### config.mk
export PLATFORM = sky130hd
export DESIGN_NAME = pick_controller
export DESIGN_NICKNAME = d
export VERILOG_FILES = /design/src/rtl/pick_controller.sv
export SDC_FILE = /design/constraint.sdc
export NUM_CORES = 1
export LEC_CHECK = 0
export ABC_AREA = 1
export BUFFER_PORTS_ARGS = -buffer_cell sky130_fd_sc_hd__buf_2
export CAP_MARGIN = 10
export CORE_MARGIN = 2
export CORE_UTILIZATION = 55
export CTS_BUF_LIST = sky130_fd_sc_hd__clkbuf_2
export DETAILED_ROUTE_END_ITERATION = 10
export GPL_TIMING_DRIVEN = 0
export PLACE_DENSITY = 0.82
export RECOVER_POWER = 50
export SYNTH_ARGS = -nofsm -noshare
export SYNTH_HDL_FRONTEND = slang
export SYNTH_SLANG_ARGS = --single-unit
export TNS_END_PERCENT = 100
### constraint.sdc
create_clock -name Clk -period 4.55 [get_ports Clk]
set_input_delay 0.91 -clock Clk [delete_from_list [all_inputs] [get_ports Clk]]
set_output_delay 0.91 -clock Clk [all_outputs]
set_load 0.01 [all_outputs]
### src/rtl/pick_controller.sv
// Lock-pick game controller: slot navigation, pick insert/attempt/retract
// motion paced by frame_tick, and attempt bookkeeping. All outputs registered.
module pick_controller (
    input  logic       Clk,
    input  logic       reset,
    input  logic       frame_tick,
    input  logic [7:0] keycode,
    input  logic       levelDone,
    input  logic       close,
    output logic [9:0] pickY,
    output logic [9:0] pickLRx,
    output logic       openner,
    output logic [4:0] slot,
    output logic [2:0] attempts,
    output logic       closeHint,
    output logic       success
);

    localparam logic [7:0] KEY_UP    = 8'h52;
    localparam logic [7:0] KEY_DOWN  = 8'h51;
    localparam logic [7:0] KEY_SPACE = 8'h2C;

    localparam logic [9:0] LRX_OUT = 10'd560;
    localparam logic [9:0] LRX_IN  = 10'd500;
    localparam logic [9:0] LRX_STEP = 10'd4;

    typedef enum logic [2:0] {
        IDLE,
        INSERT,
        ATTEMPT,
        RETRACT,
        SUCCESS
    } state_t;

    state_t      state_reg, state_next;
    logic [7:0]  prev_key_reg;
    logic [4:0]  slot_reg, slot_next;
    logic [9:0]  pick_y_reg, pick_y_next;
    logic [9:0]  lrx_reg, lrx_next;
    logic        openner_reg, openner_next;
    logic [2:0]  attempts_reg, attempts_next;
    logic        close_hint_reg, close_hint_next;
    logic        success_reg, success_next;
    logic [3:0]  tick_cnt_reg, tick_cnt_next;

    logic press_up, press_down, press_space;

    // A press is the first cycle a keycode appears; holding a key does nothing more.
    assign press_up    = (keycode == KEY_UP)    && (prev_key_reg != KEY_UP);
    assign press_down  = (keycode == KEY_DOWN)  && (prev_key_reg != KEY_DOWN);
    assign press_space = (keycode == KEY_SPACE) && (prev_key_reg != KEY_SPACE);

    always_comb begin
        state_next      = state_reg;
        slot_next       = slot_reg;
        lrx_next        = lrx_reg;
        attempts_next   = attempts_reg;
        close_hint_next = close_hint_reg;
        tick_cnt_next   = tick_cnt_reg;

        case (state_reg)
            IDLE: begin
                if (press_up && slot_reg != 5'd0) begin
                    slot_next = slot_reg - 5'd1;
                end else if (press_down && slot_reg != 5'd31) begin
                    slot_next = slot_reg + 5'd1;
                end
                if (press_space && attempts_reg != 3'd7) begin
                    state_next      = INSERT;
                    close_hint_next = 1'b0;
                end
            end
            INSERT: begin
                if (frame_tick) begin
                    lrx_next = lrx_reg - LRX_STEP;
                    if (lrx_reg == LRX_IN + LRX_STEP) begin
                        state_next    = ATTEMPT;
                        tick_cnt_next = 4'd0;
                    end
                end
            end
            ATTEMPT: begin
                if (close) begin
                    close_hint_next = 1'b1;
                end
                // A solved lock wins over the attempt timing out in the same cycle.
                if (levelDone) begin
                    state_next = SUCCESS;
                end else if (frame_tick) begin
                    if (tick_cnt_reg == 4'd7) begin
                        state_next    = RETRACT;
                        tick_cnt_next = 4'd0;
                        if (attempts_reg != 3'd7) begin
                            attempts_next = attempts_reg + 3'd1;
                        end
                    end else begin
                        tick_cnt_next = tick_cnt_reg + 4'd1;
                    end
                end
            end
            RETRACT: begin
                if (frame_tick) begin
                    lrx_next = lrx_reg + LRX_STEP;
                    if (lrx_reg == LRX_OUT - LRX_STEP) begin
                        state_next = IDLE;
                    end
                end
            end
            SUCCESS: begin
                lrx_next = LRX_IN;
            end
            default: begin
                state_next = IDLE;
            end
        endcase

        openner_next = !((state_next == ATTEMPT) || (state_next == SUCCESS));
        success_next = (state_next == SUCCESS);
        pick_y_next  = 10'd40 + 10'd14 * 10'(slot_reg);
    end

    always_ff @(posedge Clk) begin
        if (reset) begin
            state_reg      <= IDLE;
            prev_key_reg   <= 8'h00;
            slot_reg       <= 5'd15;
            pick_y_reg     <= 10'd250;
            lrx_reg        <= LRX_OUT;
            openner_reg    <= 1'b1;
            attempts_reg   <= 3'd0;
            close_hint_reg <= 1'b0;
            success_reg    <= 1'b0;
            tick_cnt_reg   <= 4'd0;
        end else begin
            state_reg      <= state_next;
            prev_key_reg   <= keycode;
            slot_reg       <= slot_next;
            pick_y_reg     <= pick_y_next;
            lrx_reg        <= lrx_next;
            openner_reg    <= openner_next;
            attempts_reg   <= attempts_next;
            close_hint_reg <= close_hint_next;
            success_reg    <= success_next;
            tick_cnt_reg   <= tick_cnt_next;
        end
    end

    assign pickY     = pick_y_reg;
    assign pickLRx   = lrx_reg;
    assign openner   = openner_reg;
    assign slot      = slot_reg;
    assign attempts  = attempts_reg;
    assign closeHint = close_hint_reg;
    assign success   = success_reg;

endmodule

==> metrics.txt, run 1 <==
type of the most critical hold path=reg -> reg; Sw Share=27.3%; gp weighted congestion=0.855; Mapped Avg Cell Area=7.18 um2; Post-Synthesis Cell Area=2720 um2; TritonCTS clock tree=built; share of layout cells above drive strength 1=13.1%; Resized Gates After CTS=0; FMAX=371 MHz; Die W=74.3 um; clk buf depth=2; final max-slew violation count=0; Power per Cell Area=202 nW/um2; Die Y=74.3 um; post-DP HPWL=4.34 mm; Largest register FFs=9; FF+latch count, synth=43; number of global-route vias before repair=2270; Async S/R FF share, synth=0%; Final nets=470; Routed Antenna Nets=0; crit-path cells=fa_1 -> ha_1 -> fa_1 -> ha_1 -> or2_2 -> nand2_1 -> nor2_1 -> and2_1; status=completed; Reg power frac=64.0%; fin area=3010 um2; Cells on Worst Hold Path=1; total global-route track usage=21.2%; Internal=0.000442 W; combinational share of power=under 10%; worst-path maximum fanout=9; CP arrival=3040 ps; Synth Instances=378; Hold EP=attempts[0]; slowest stage cell, crit path=dfxtp_1; area grow syn2layout=10.9%; Reg2Reg Setup Slack=about 1900 ps; RSZ-0062 raised after global routing=no; CP Launch Type=flop; number of max-cap violations=0; Seq/Total Area, Yosys=31.7%; DIE AREA=5510 um2; CTS buffer count=5; drt drc=0; Clock power frac=26.4%; Site Rows=25; Worst Max-Slew Pin Slew=751 ps; setup tns final=0 ps; Sw Pwr=0.000166 W; initial antenna violation count=0; Ports=44; cell count of the worst reg-to-reg path=8; GR Overflow Total=0; post-layout util=63.3%; crit path time final=roughly 2700 ps; critical setup path kind=reg -> reg; Clock Tree Root=clkbuf_2; Placed Area=3010 um2; clock latency on the worst-skew pair=roughly 420 ps; largest net degree at the start of global routing=14; Fin. Hold Viols=0; Slew headroom=49.6%; Finish-stage setup viols=0; Antenna diodes=0; Worst R2R Start=slot[2]; post-route clock period utilization=59.2%; number of synthesized flops with an enable pin=0; Setup Fix Bufs, Post-CTS=0; global-route wire length before repair=between 9 and 10 mm; Worst Setup End Kind=flop; I/O Buffers=40; clock skew=about 13 ps; ys flop type=dfxtp_1; starting density of the core=a little under three fifths; peak supply drop=~0.00015 V; worst reg2reg endpoint=pickY[9]; CP required=4900 ps; WHS=500 ps; cts hold-fix bufs=0; Clock transition at path regs=210 ps; DRT iter0 DRCs=96; drt pass-1 iters=4; core region area=4750 um2; number of library cell types mapped by synthesis=39; WL per Instance=10.9 um; Vias=2466; Largest stage delay, worst path=640 ps; CTS H-Tree Depth=2; Clock Sinks=43; Synth Warn #=0; HP Start=attempts[0]; Avg Vias per Cell=around 5; Leak=1.56 nW; Total Wirelength=5.42 mm
layer usage:
layer  routed length (um)  GRT usage [%]
met5                    0              0
met4                   65           6.35
met3                  259           5.28
met2                 2570           37.3
met1                 2520           25.8
synth_stat cells (3+ instances only):
cell	count	area [um2]
or2_2	3	18.8
a21oi_1	16	80.1
o21ai_1	3	15.0
ha_1	23	288
nand2_1	64	240
inv_1	61	229
dfxtp_1	43	861
nand3_1	30	150
clkbuf_1	3	11.3
fa_1	7	140
nand2_2	5	31.3
nor3_1	6	30.0
inv_2	4	15.0
o21ai_0	10	50.1
buf_4	5	37.5
xor2_1	4	35.0
nor2_1	58	218
xnor2_1	4	35.0
nand4_1	5	31.3
critical path: cells and delay by family (launching register included):
family,cells,cell delay (ps)
adders and majority gates,4,1400
DFF,1,640
and+or+nand+nor,4,570
power by group through the flow:
stage,Sequential [W],Clock [W],Combinational [W]
global placement,0.000396,0,0.0000574
finish,0.000389,0.000160,0.0000583
CTS,0.000389,0.000164,0.0000592
detailed placement,0.000397,0,0.0000591
global route,0.000390,0.000180,0.0000665
floorplan,0.000397,0,0.0000388
area by class of cell:
type | instances | area, um2
buffer | 8 | 48.8
clock buffer | 5 | 25.0
clock inverter | 3 | 15.0
fill | 453 | 1740
inverter | 66 | 255
multi-input combinational | 263 | 1530
sequential | 43 | 861
tap | 67 | 83.8
timing repair buffer | 40 | 188
stage by stage:
| step | setup WS, ps | total power [W] | std cells |
|---|---|---|---|
| 2_1_floorplan | 1990 | 0.000436 | 380 |
| 3_3_place_gp | 1880 | 0.000454 | 487 |
| 3_5_place_dp | 1840 | 0.000456 | 487 |
| 4_1_cts | 1840 | 0.000613 | 495 |
| 5_1_grt | 1720 | 0.000637 | 495 |
| 6_report | 1860 | 0.000608 | 495 |
kinds of logic (layout without fill, tap and decap cells):
logic type               Yosys count  after routing  synth area share (%)
flip-flops                        43             43                  31.7
AND/OR/NAND/NOR                  182            182                  30.2
other                              1              3                 0.138
XOR/XNOR                           8              8                  2.58
buffers and inverters             74            122                  11.2
adder cells (fa/ha/maj)           30             30                  15.8
AO/OA/AOI/OAI                     40             40                  8.43
how the worst max path moves through the flow:
stage	from	to	cells past startpoint
2_1_floorplan	slot[2]	pickY[9]	8
5_1_grt	slot[2]	pickY[8]	11
3_3_place_gp	keycode[2]	slot[4]	16
6_report	slot[2]	pickY[9]	8
3_5_place_dp	keycode[2]	slot[4]	16
4_1_cts	slot[2]	pickY[9]	8
placed cells by master, fill, tap and decap left out, drive strengths merged, types with 3 or more instances in the layout:
cell type  count
clkbuf        18
xnor2          4
nand4          5
or2            3
nand2         71
buf           35
dfxtp         43
clkinv         4
fa             7
nand3         31
ha            23
a21oi         17
xor2           4
nor2          61
inv           64
nor3           7
conb           3
o21ai         13
(Power assumes the default switching activity.)
==> run 2: changes to the inputs <==
==> constraint.sdc (replaced) <==
create_clock -name Clk -period 2.8 [get_ports Clk]
set_input_delay 0.56 -clock Clk [delete_from_list [all_inputs] [get_ports Clk]]
set_output_delay 0.56 -clock Clk [all_outputs]
set_load 0.01 [all_outputs]
==> metrics.txt, run 2 (synthesis gave the netlist of run 1 again) <==
status=completed (unchanged); most frequent cells in the layout=nand2_1 (65), inv_1 (61), nor2_1 (60) (was nand2_1 (66), inv_1 (61), nor2_1 (59)); Cells on Worst Hold Path=3 (was 1); critical setup path kind=reg -> reg (unchanged); CP required=3150 ps (was 4900 ps); Site Rows=25 (unchanged); peak supply drop=0.000237 V (was 0.000149 V); Clock Tree Root=clkbuf_2 (unchanged); DIE AREA=5510 um2 (unchanged); Reg2Reg Setup Slack=230 ps (was 1860 ps); Largest stage delay, worst path=550 ps (was 640 ps); slowest stage cell, crit path=dfxtp_1 (unchanged); number of global-route vias before repair=2270 (unchanged); clk buf depth=2 (unchanged); setup tns final=0 ps (unchanged); post-DP HPWL=4.34 mm (unchanged); starting density of the core=57.1% (unchanged); crit-path cells=fa_1 -> ha_1 -> fa_1 -> ha_1 -> or2_2 -> nand2_1 -> nor2_1 -> and2_1 (unchanged); drt pass-1 iters=4 (unchanged); drt drc=0 (unchanged); combinational share of power=9.5% (was 9.6%); Vias=2486 (was 2466); type of the most critical hold path=in -> reg (was reg -> reg); Antenna diodes=0 (unchanged); Worst Setup End Kind=flop (unchanged); largest net degree at the start of global routing=14 (unchanged); Clock transition at path regs=210 ps (about the same); TritonCTS clock tree=built (unchanged); Worst R2R Start=slot[1] (was slot[2]); WL per Instance=10.9 um (about the same); CP arrival=2920 ps (was 3040 ps); Total Wirelength=5.39 mm (was 5.42 mm); Power per Cell Area=328 nW/um2 (was 202 nW/um2); number of max-cap violations=0 (unchanged); clock skew=10.8 ps (was 13.0 ps); fin area=3000 um2 (was 3010 um2); I/O Buffers=40 (unchanged); cell count of the worst reg-to-reg path=8 (unchanged); Clock power frac=26.3% (was 26.4%); Fin. Hold Viols=0 (unchanged); GR Overflow Total=0 (unchanged); worst-path maximum fanout=7 (was 9); Largest register FFs=9 (unchanged); clock latency on the worst-skew pair=420 ps (about the same); FMAX=389 MHz (was 371 MHz); Placed Area=3010 um2 (unchanged); CTS H-Tree Depth=2 (unchanged); Hold EP=prev_key_reg[3] (was attempts[0]); Die W=74.3 um (unchanged); Reg power frac=64.2% (was 64.0%); area grow syn2layout=10.5% (was 10.9%); Finish-stage setup viols=0 (unchanged); worst reg2reg endpoint=pickY[9] (unchanged); Worst Max-Slew Pin Slew=765 ps (was 751 ps); core region area=4750 um2 (unchanged); crit path time final=2570 ps (was 2690 ps); final max-slew violation count=0 (unchanged); total global-route track usage=21.2% (unchanged); post-layout util=63.1% (was 63.3%); WHS=338 ps (was 500 ps); Sw Pwr=0.000267 W (was 0.000166 W); Routed Antenna Nets=0 (unchanged); RSZ-0062 raised after global routing=no (unchanged); post-route clock period utilization=91.9% (was 59.2%); initial antenna violation count=0 (unchanged); global-route wire length before repair=9.20 mm (unchanged); Clock Sinks=43 (unchanged); Slew headroom=48.6% (was 49.6%); Avg Vias per Cell=5.02 (was 4.98); Final nets=470 (unchanged); HP Start=keycode[3] (was attempts[0]); CTS buffer count=5 (unchanged); CP Launch Type=flop (unchanged); gp weighted congestion=0.855 (unchanged); Ports=44 (unchanged); Internal=0.000717 W (was 0.000442 W); Die Y=74.3 um (unchanged); most common cell after layout, fill and taps aside=nand2_1 (unchanged); share of layout cells above drive strength 1=11.9% (was 13.1%); Sw Share=27.1% (was 27.3%); crit path launch=slot[1] (was slot[2]); cts hold-fix bufs=0 (unchanged); Leak=1.54 nW (was 1.56 nW); DRT iter0 DRCs=99 (was 96)
-- run 2: cell types whose count changed in the layout (fill, tap and decap cells not counted), sizes merged --
| cell | delta |
|---|---|
| inv | -1 |
| clkbuf | +5 |
| clkinv | +1 |
| buf | -5 |
-- run 2: cell type report --
type	instances	area (um2)
fillers	457	1750
well taps	67	83.8
plain buffers	8	48.8
repair buffers	40	181
clock inverters	3	15.0
clock buffers	5	25.0
flip-flops and latches	43	862
multi-input cells	263	1530
inverters	66	255
-- run 2: timing repair --
| item | in CTS | in global routing |
|---|---|---|
| endpoints found under the setup margin | 0 | 2 |
| setup buffers | 0 | 0 |
| gates resized for setup | 0 | 1 |
-- run 2: worst max path at each step --
stage	slack, ps	end
4_1_cts	90	pickY[9]
2_1_floorplan	240	pickY[9]
5_1_grt	30	slot[4]
3_3_place_gp	180	pickY[9]
6_report	230	pickY[9]
3_5_place_dp	140	pickY[9]
-- run 2: power groups by stage --
| stage | Combinational (W) | Clock (W) | Sequential, W |
|---|---|---|---|
| floorplan | 0.0000630 | 0 | 0.000646 |
| global placement | 0.0000933 | 0 | 0.000644 |
| detailed placement | 0.0000960 | 0 | 0.000644 |
| CTS | 0.0000962 | 0.000267 | 0.000632 |
| global route | 0.000108 | 0.000293 | 0.000634 |
| finish | 0.0000940 | 0.000259 | 0.000632 |
-- run 2: critical path, delay by kind of cell (launching register included) --
family,cells,cell delay (ps)
AND/OR/NAND/NOR,4,580
adder cells (fa/ha/maj),4,1370
flip-flops,1,550
-- run 2: metal layers --
metal	track usage [%]	vias to the layer above	routed length, um
met5	0	-	0
li1	-	1282	-
met4	6.35	0	65
met1	25.8	1133	2470
met2	37.3	63	2580
met3	5.28	8	283
-- run 2: stage by stage --
stage / cells / worst slack, ps / power (W)
3_5_place_dp: 487 / 138 / 0.000741
3_3_place_gp: 487 / 177 / 0.000737
5_1_grt: 495 / 26.0 / 0.00103
2_1_floorplan: 380 / 238 / 0.000709
4_1_cts: 495 / 90.6 / 0.000996
6_report: 495 / 226 / 0.000985
==> run 3: changes to the inputs <==
--- a/config.mk
+++ b/config.mk
@@ -9,12 +9,13 @@
 export BUFFER_PORTS_ARGS = -buffer_cell sky130_fd_sc_hd__buf_2
 export CAP_MARGIN = 10
 export CORE_MARGIN = 2
-export CORE_UTILIZATION = 55
+export CORE_UTILIZATION = 53
 export CTS_BUF_LIST = sky130_fd_sc_hd__clkbuf_2
 export DETAILED_ROUTE_END_ITERATION = 10
 export GPL_TIMING_DRIVEN = 0
-export PLACE_DENSITY = 0.82
+export PLACE_DENSITY = 0.8
 export RECOVER_POWER = 50
+export SKIP_LAST_GASP = 1
 export SYNTH_ARGS = -nofsm -noshare
 export SYNTH_HDL_FRONTEND = slang
 export SYNTH_SLANG_ARGS = --single-unit
==> metrics.txt, run 3 (synthesis gave the netlist of run 1 again) <==
critical setup path kind=reg -> reg (unchanged); type of the most critical hold path=in -> reg (unchanged); Finish-stage setup viols=0 (unchanged); peak supply drop=0.000307 V (was 0.000237 V); drt drc=0 (unchanged); Clock Sinks=43 (unchanged); CP required=3110 ps (was 3150 ps); Avg Vias per Cell=4.95 (was 5.02); # fillers=490 (was 457); Routed Antenna Nets=0 (unchanged); setup tns final=0 ps (unchanged); number of global-route vias before repair=2114 (was 2270); share of layout cells above drive strength 1=11.9% (unchanged); Slew headroom=49.2% (was 48.6%); Final nets=470 (unchanged); crit-path cells=fa_1 -> ha_1 -> fa_1 -> ha_1 -> or2_2 -> nand2_1 -> nor2_1 -> and2_1 (unchanged); starting density of the core=54.2% (was 57.1%); status=completed (unchanged); Leak=1.56 nW (was 1.54 nW); Fin. Hold Viols=0 (unchanged); Site Rows=26 (was 25); TritonCTS clock tree=built (unchanged); WL per Instance=11.1 um (was 10.9 um); largest net degree at the start of global routing=14 (unchanged); number of max-cap violations=0 (unchanged); Die Y=75.6 um (was 74.3 um); Setup Fix Bufs, Post-CTS=0 (unchanged); total global-route track usage=20.1% (was 21.2%); Clock transition at path regs=210 ps (about the same); fin area=3030 um2 (was 3000 um2); Vias=2467 (was 2486); pre-CTS setup slack=146 ps (was 138 ps); DIE AREA=5710 um2 (was 5510 um2); most common cell after layout, fill and taps aside=nand2_1 (unchanged); Inst Count DP=490 (was 487); worst-path maximum fanout=7 (unchanged); drt pass-1 iters=4 (unchanged); CP arrival=2880 ps (was 2920 ps); Worst Max-Slew Pin Slew=759 ps (was 765 ps); initial antenna violation count=0 (unchanged); I/O Buffers=40 (unchanged); CP delay by family, top=adder cells (unchanged); Worst Setup End Kind=flop (unchanged); CTS H-Tree Depth=2 (unchanged); gp weighted congestion=0.846 (was 0.855); Power per Cell Area=355 nW/um2 (was 328 nW/um2); crit path time final=2570 ps (about the same); slowest stage cell, crit path=dfxtp_1 (unchanged); DRT iter0 DRCs=135 (was 99); FMAX=390 MHz (was 389 MHz); final max-slew violation count=0 (unchanged); global-route wire length before repair=8.80 mm (was 9.20 mm); core region area=5010 um2 (was 4750 um2); Ports=44 (unchanged); clk buf depth=2 (unchanged); post-layout util=60.4% (was 63.1%); Largest register FFs=9 (unchanged); post-DP HPWL=4.33 mm (was 4.34 mm); GR Overflow Total=0 (unchanged); Total Wirelength=5.50 mm (was 5.39 mm); Placed Area=3010 um2 (about the same); clock latency on the worst-skew pair=410 ps (was 420 ps); CTS buffer count=5 (unchanged); RSZ-0062 raised after global routing=no (unchanged); area grow syn2layout=11.4% (was 10.5%); Largest stage delay, worst path=540 ps (was 550 ps); setup ws final=233 ps (was 226 ps); Die W=75.6 um (was 74.3 um); CP Buf/Inv Count=0 (unchanged); post-route clock period utilization=91.7% (was 91.9%); most frequent cells in the layout=nand2_1 (66), inv_1 (63), nor2_1 (60) (was nand2_1 (65), inv_1 (61), nor2_1 (60)); Antenna diodes=0 (unchanged); CP Launch Type=flop (unchanged); clock skew=22.2 ps (was 10.8 ps); Clock Tree Root=clkbuf_2 (unchanged); fin cells=498 (was 495)
-- run 3: what timing repair did --
item,in CTS,in global routing
setup endpoints to repair,0,3
hold buffers,0,0
gates resized for setup,0,2
hold endpoints to repair,0,0
-- run 3: path summary, 6_finish.rpt --
path,endpoint,from,slack (ps),cells after the start
worst max-delay path,pickY[9],slot[1],230,8
worst min-delay path,prev_key_reg[3],keycode[3],360,3
worst max register to register,pickY[9],slot[1],230,8
worst min register to register,attempts[0],attempts[0],510,1
-- run 3: where the power goes --
part | total (W) | switching, W | internal (W) | leakage, nW
combinational | 0.0000951 | 0.0000584 | 0.0000367 | 1.17
clock | 0.000346 | 0.000199 | 0.000147 | 0.0404
sequential | 0.000632 | 0.00000675 | 0.000625 | 0.348
-- run 3: worst reg2reg max path, stage by stage (launching register included) --
cell and delay [ps]:
dfxtp_1 540, fa_1 470, ha_1 230, fa_1 460
ha_1 200, or2_2 320, nand2_1 80, nor2_1 60
and2_1 130
-- run 3: routing by layer --
layer  wire length, um  GRT usage, %
met5                 0             0
met4                38          4.87
met3               250          3.84
met2              2680          36.6
met1              2540          24.2
-- run 3: area by class of cell --
cell class                 count  area [um2]  area share [%]
clock inverter                 3        38.8            1.28
inverter                      66         255            8.44
clock buffer                   5        25.0           0.827
timing repair buffer          40         180            5.96
buffer                         8        48.8            1.61
multi-input combinational    263        1530            50.5
tap                           70        87.6            2.89
sequential                    43         863            28.5
-- run 3: through the flow --
stage	total power [W]	hold WS (ps)
floorplan	0.000709	456
global placement	0.000737	457
detailed placement	0.000741	473
CTS	0.00108	350
global route	0.00111	340
finish	0.00107	365
